===== config.mk =====
export PLATFORM = sky130hd
export DESIGN_NAME = decode_pipe
export DESIGN_NICKNAME = d
export VERILOG_FILES = /design/src/rtl/decode_pkg.sv /design/src/rtl/regfile_bypass.sv /design/src/rtl/decode_pipe.sv
export SDC_FILE = /design/constraint.sdc
export NUM_CORES = 1
export LEC_CHECK = 0
export CAP_MARGIN = 20
export CORE_UTILIZATION = 55
export CTS_BUF_LIST = sky130_fd_sc_hd__clkbuf_16
export CTS_CLUSTER_DIAMETER = 50
export DETAILED_ROUTE_END_ITERATION = 6
export PLACE_DENSITY_LB_ADDON = 0.25
export SLEW_MARGIN = 20
export SYNTH_ARGS = -nofsm -noshare
export SYNTH_HDL_FRONTEND = slang
export SYNTH_HIERARCHICAL = 1
export SYNTH_SLANG_ARGS = --single-unit

===== constraint.sdc =====
create_clock -name clk -period 5.1 [get_ports clk]
set_clock_uncertainty 0.2 [all_clocks]
set_input_delay 1.02 -clock clk [delete_from_list [all_inputs] [get_ports clk]]
set_output_delay 1.02 -clock clk [all_outputs]
set_load 0.02 [all_outputs]

===== src/rtl/decode_pkg.sv =====
// decode_pkg: shared state encoding, dest-select codes and default widths for the decode stage.
package decode_pkg;
  localparam int DATA_W_D = 16;
  localparam int NREG_D = 8;
  localparam int RA_W_D = 3;
  typedef enum logic [1:0] {RUN = 2'd0, STALL = 2'd1, HALTED = 2'd2} state_t;
  localparam logic [1:0] WS_RT = 2'd0;
  localparam logic [1:0] WS_RS = 2'd1;
  localparam logic [1:0] WS_LAST = 2'd2;
  localparam logic [1:0] WS_RD = 2'd3;
endpackage


===== src/rtl/regfile_bypass.sv =====
// regfile_bypass: NREG x DATA_W register file, two read ports, one write port with write-through bypass.
module regfile_bypass import decode_pkg::*; #(
  parameter int DATA_W = DATA_W_D,
  parameter int NREG = NREG_D,
  parameter int RA_W = RA_W_D
) (
  input  logic              clk,
  input  logic              rst,
  input  logic              we,
  input  logic [RA_W-1:0]   wa,
  input  logic [DATA_W-1:0] wd,
  input  logic [RA_W-1:0]   ra1,
  input  logic [RA_W-1:0]   ra2,
  output logic [DATA_W-1:0] rd1,
  output logic [DATA_W-1:0] rd2
);
  logic [DATA_W-1:0] mem [NREG];
  logic wv;
  // out-of-range write indices are dropped, so they neither store nor bypass
  assign wv = we && (32'(wa) < 32'(NREG));
  always_ff @(posedge clk or posedge rst)
    if (rst) for (int i = 0; i < NREG; i++) mem[i] <= '0;
    else if (wv) mem[wa] <= wd;
  assign rd1 = (wv && wa == ra1) ? wd : mem[ra1];
  assign rd2 = (wv && wa == ra2) ? wd : mem[ra2];
endmodule


===== src/rtl/decode_pipe.sv =====
// decode_pipe: instruction decode with register read, load-use stall, ID/EX pipeline register and halt FSM.
module decode_pipe import decode_pkg::*; #(
  parameter int DATA_W = DATA_W_D,
  parameter int NREG = NREG_D,
  parameter int RA_W = RA_W_D
) (
  input  logic              clk,
  input  logic              rst,
  input  logic              id_valid,
  input  logic [15:0]       instr,
  input  logic              ctl_wr_en,
  input  logic              ctl_mem_rd,
  input  logic              ctl_sext,
  input  logic              ctl_halt,
  input  logic              ctl_use_rs,
  input  logic              ctl_use_rt,
  input  logic [1:0]        ctl_wr_sel,
  output logic              id_ready,
  input  logic              wb_en,
  input  logic [RA_W-1:0]   wb_num,
  input  logic [DATA_W-1:0] wb_data,
  input  logic              flush,
  input  logic              ex_ready,
  output logic              ex_valid,
  output logic [DATA_W-1:0] ex_r1,
  output logic [DATA_W-1:0] ex_r2,
  output logic [DATA_W-1:0] ex_i5,
  output logic [DATA_W-1:0] ex_i8,
  output logic [DATA_W-1:0] ex_d,
  output logic [RA_W-1:0]   ex_wr_num,
  output logic              ex_wr_en,
  output logic              ex_mem_rd,
  output logic              ex_halt,
  output logic              halted
);
  state_t state, state_n;
  logic [RA_W-1:0] rs, rt, wr_num;
  logic [DATA_W-1:0] rd1, rd2;
  logic hazard, load;
  assign rs = RA_W'(instr[10:8]);
  assign rt = RA_W'(instr[7:5]);
  assign wr_num = ctl_wr_sel == WS_RT ? rt :
                  ctl_wr_sel == WS_RS ? rs :
                  ctl_wr_sel == WS_LAST ? RA_W'(NREG - 1) : RA_W'(instr[4:2]);
  assign hazard = ex_valid & ex_mem_rd & ex_wr_en &
                  ((ctl_use_rs & rs == ex_wr_num) | (ctl_use_rt & rt == ex_wr_num));
  assign id_ready = state == RUN & ~hazard & ~(ex_valid & ~ex_ready);
  assign load = id_valid & id_ready & ~flush;
  assign halted = state == HALTED;
  regfile_bypass #(.DATA_W(DATA_W), .NREG(NREG), .RA_W(RA_W)) u_rf (
    .clk(clk), .rst(rst), .we(wb_en), .wa(wb_num), .wd(wb_data),
    .ra1(rs), .ra2(rt), .rd1(rd1), .rd2(rd2)
  );
  // a halt leaving ID/EX wins over everything; flush only cancels a stall
  always_comb begin
    state_n = state;
    state_n = state == HALTED ? HALTED :
              (ex_valid & ex_ready & ex_halt) ? HALTED :
              (flush | state == STALL) ? RUN :
              (hazard & ex_ready) ? STALL : RUN;
  end
  always_ff @(posedge clk or posedge rst)
    if (rst) state <= RUN;
    else state <= state_n;
  always_ff @(posedge clk or posedge rst)
    if (rst) begin
      ex_valid <= 1'b0;
      ex_r1 <= '0;
      ex_r2 <= '0;
      ex_i5 <= '0;
      ex_i8 <= '0;
      ex_d <= '0;
      ex_wr_num <= '0;
      ex_wr_en <= 1'b0;
      ex_mem_rd <= 1'b0;
      ex_halt <= 1'b0;
    end else if (flush) ex_valid <= 1'b0;
    else if (load) begin
      ex_valid <= 1'b1;
      ex_r1 <= rd1;
      ex_r2 <= rd2;
      ex_i5 <= {{(DATA_W-5){ctl_sext & instr[4]}}, instr[4:0]};
      ex_i8 <= {{(DATA_W-8){ctl_sext & instr[7]}}, instr[7:0]};
      ex_d <= {{(DATA_W-11){ctl_sext & instr[10]}}, instr[10:0]};
      ex_wr_num <= wr_num;
      ex_wr_en <= ctl_wr_en;
      ex_mem_rd <= ctl_mem_rd;
      ex_halt <= ctl_halt;
    end else if (ex_ready) ex_valid <= 1'b0;
endmodule

==> results.md <==
* Die Width at 137 um
* Slew Viols, Final at 0
* Synthesized area per cell at ~15 sq um
* Hold Path Origin: ex_d[8]$_DFFE_PP0P_
* CP max FO at 12
* Clock-pin slew on the worst setup and hold paths at approximately 0.060 ns
* Leading area contributor after synthesis: dfrtp_1
* Critical Path Start Type: input pin
* Library cells used by synthesis at 32
* RSZ-0062 raised after global routing: no
* #FFs+latches synth at roughly 180
* CTS Buffer Depth at 2
* Placed cell count at 932
* Hold Path End: ex_d[8]$_DFFE_PP0P_
* Grt ovf at 0
* DR vias/cell at 6.10
* Cells on Worst Hold Path at 1
* Initial Utilization at 0.570
* Setup bufs post-CTS at 0
* TritonCTS clock tree: done
* Mean routed wirelength per cell at between 20 and 25 um
* Reg2reg start: ex_wr_num[1]$_DFFE_PP0P_
* Prevailing post-synth register cell: dfrtp_1
* Fin cells at between 900 and 1000
* Fillers at 1199
* Rel. slew slack at 0.492
* Synth top area share at 0.458
* Worst path required time at approximately 3.9 ns
* # DRC at 0
* Pwr/cell area at 487 mW/mm^2
* Critical path class: input pin to output pin
* Seq/Total Area, Yosys at 0.458
* Worst hold slack at ~0.30 ns
* Num CTS Buffers at 17
* Resize count post-CTS at 0
* Max VDD drop at between 0.4 and 0.5 mV
* Synth top area cells: dfrtp_1 46%, mux2_2 23%, mux4_2 11%
* Total track usage at 0.258
* Status: finished clean
* Worst-skew pair later-pin latency at 0.43 ns
* Total of max-cap violations at 0
* Post-synth EDFFs at 0
* Final period utilization at 0.829
* Share of cells above drive strength 1 at 0.470
* H-tree levels at 4
* Cells after synthesis at 647
* Syn Nets at around 700
* Total power at 5700 uW
* Sw Share at 0.315
* Post-cts hold buffer count at 0
* Final hold vios at 0
* DRT Pass-1 Iters at 4
* Clk sinks at between 150 and 200
* Worst Tran Pin Value at about 0.76 ns
* Clock Power Share at 0.219
* Worst r2r dst: ex_r1[9]$_DFFE_PP0P_
* Core Rows at 48
* GP Congestion at roughly 0.9
* Area grow syn2layout at 17.1%
* Setup total negative slack at 0 ns
* Nets at 776
* I/O pin count at ~140
* Asr flop ratio synth at 1.00
* Cell Area, Synth at 0.0100 sq mm
* Reg2Reg Depth at 6
* Setup Viol. Count Final at 0
* Crit path time final at 4.23 ns
* Die H at about 140 um
* Arr. time, crit path at ~3.0 ns
* P_int at ~3900 uW
* Die area at 0.0187 sq mm
* Initial antenna violation count at 0
* Number of global-route vias before repair at about 6300
* Number of buffers added on ports at ~130
* HP Class: register to register
* Static leakage power at 0.00483 uW
* First-pass GRT wire length at between 30000 and 40000 um
* Hpwl dp at 14000 um
* Max Fclk at 0.236 GHz
* Post-place instance area at between 0.01 and 0.015 sq mm
* Combinational power share at 0.395
* Fin area at ~0.012 sq mm
* Largest net degree at the start of global routing at 129
* Root buf cell: clkbuf_16
* Starting DRC count in detailed routing at 330
* CP endpoint kind: output pin
* Core region area at roughly 0.018 sq mm
* R2r setup slk at between 2 and 3 ns
* Seq pwr share at 0.386
* Yosys Warn Count at 6
* Routed Antenna Nets at 0
* Vias at 5897
* Final WL at 22500 um
* P_sw at between 1500 and 2000 uW
[registers in the layout, summed over array words and instances (netlist names)]
signal and flops:
ex_r2 16, ex_i5 6, ex_i8 4, ex_valid 1, ex_wr_num 3, u_rf/mem 128, ex_d 4, ex_mem_rd 1
state 2, ex_r1 16, ex_halt 1, ex_wr_en 1
[how the worst max path moves through the flow]
stage / from / end / slack, ns / cells past startpoint
after global routing: instr[7] / id_ready / 0.70 / 6
final: instr[7] / id_ready / 0.87 / 6
after floorplan: rst / u_rf/mem[0]$_DFFE_PP0P_ / 0.47 / 1
after global placement: instr[7] / id_ready / 0.93 / 6
after CTS: instr[7] / id_ready / 0.88 / 6
after detailed placement: instr[7] / id_ready / 0.89 / 6
[worst max-delay path: stages]
cell and delay (ns):
clkdlybuf4s50_1 0.52, xnor2_1 0.14, nand4_1 0.16, a21boi_2 0.49, nor2_1 0.12, clkdlybuf4s50_1 0.56
[cell usage after synthesis, drive strengths merged, types with 4 or more instances]
cell and number:
o21ai 6, buf 87, nand4 5, nand2 10
mux2 239, xnor2 12, nand4b 4, mux4 64
o22ai 4, nand3 5, inv 5, dfrtp 183
[routing by layer]
layer  up-vias  GRT usage  share of wire  routed length (um)
li1       2562          -              -                   -
met1      3120      0.342           0.42                9510
met2       176      0.428           0.51               11500
met3        39     0.0481          0.043                 970
met4         0     0.0940          0.024                 536
met5         -          0              0                   0
[per-stage QoR]
| step | util | setup slack, ns |
|---|---|---|
| 6_report | 0.668 | 0.872 |
| 5_1_grt | 0.667 | 0.698 |
| 4_1_cts | 0.667 | 0.882 |
| 3_5_place_dp | 0.635 | 0.889 |
| 3_3_place_gp | 0.635 | 0.925 |
| 2_1_floorplan | - | 0.467 |
[layout make-up]
| class | count | area (sq um) | area share |
|---|---|---|---|
| sequential | 183 | 4580 | 0.391 |
| clock inverter | 15 | 123 | 0.0105 |
| multi-input combinational | 369 | 4800 | 0.410 |
| timing repair buffer | 151 | 1470 | 0.126 |
| tap | 225 | 282 | 0.0240 |
| antenna | 1 | 2.50 | 0.000214 |
| clock buffer | 17 | 425 | 0.0363 |
| inverter | 5 | 21.3 | 0.00182 |
[cells in the final DEF, fill, tap and decap left out, types with 2 or more instances in the layout]
cell	synthesis	final
nand2b_1	2	2
buf_12	2	2
nand4b_1	4	4
buf_4	38	16
mux4_2	50	50
mux2_2	205	205
clkinv_2	0	4
o221ai_1	3	3
nor2_1	3	2
nand4_1	4	4
mux4_1	14	14
inv_1	5	7
mux2_4	34	34
o22ai_1	4	4
o21ai_0	6	6
clkbuf_16	0	17
nor2b_1	2	2
dfrtp_1	183	183
clkinv_1	0	3
nor3b_4	0	2
nand2_1	10	10
clkdlybuf4s50_1	0	128
xnor2_1	12	12
nand3_1	5	5
buf_2	19	4
bufinv_16	0	2
nor3_4	0	2
[cells by family after synthesis]
family,share of synthesized area
buffers and inverters,0.0650
AOI/OAI and AO/OA,0.0101
and+or+nand+nor,0.0249
xor gates and xnor gates,0.0105
DFF,0.458
muxes,0.431
[power groups by stage]
stage | clock (uW) | sequential, uW | combinational [uW]
after floorplan | 0 | 2390 | 1330
after global placement | 0 | 2170 | 2220
after detailed placement | 0 | 2230 | 2260
after CTS | 1270 | 2200 | 2270
after global routing | 1330 | 2260 | 2400
final | 1250 | 2200 | 2250
Note: power is estimated with default switching activity, not from simulation.
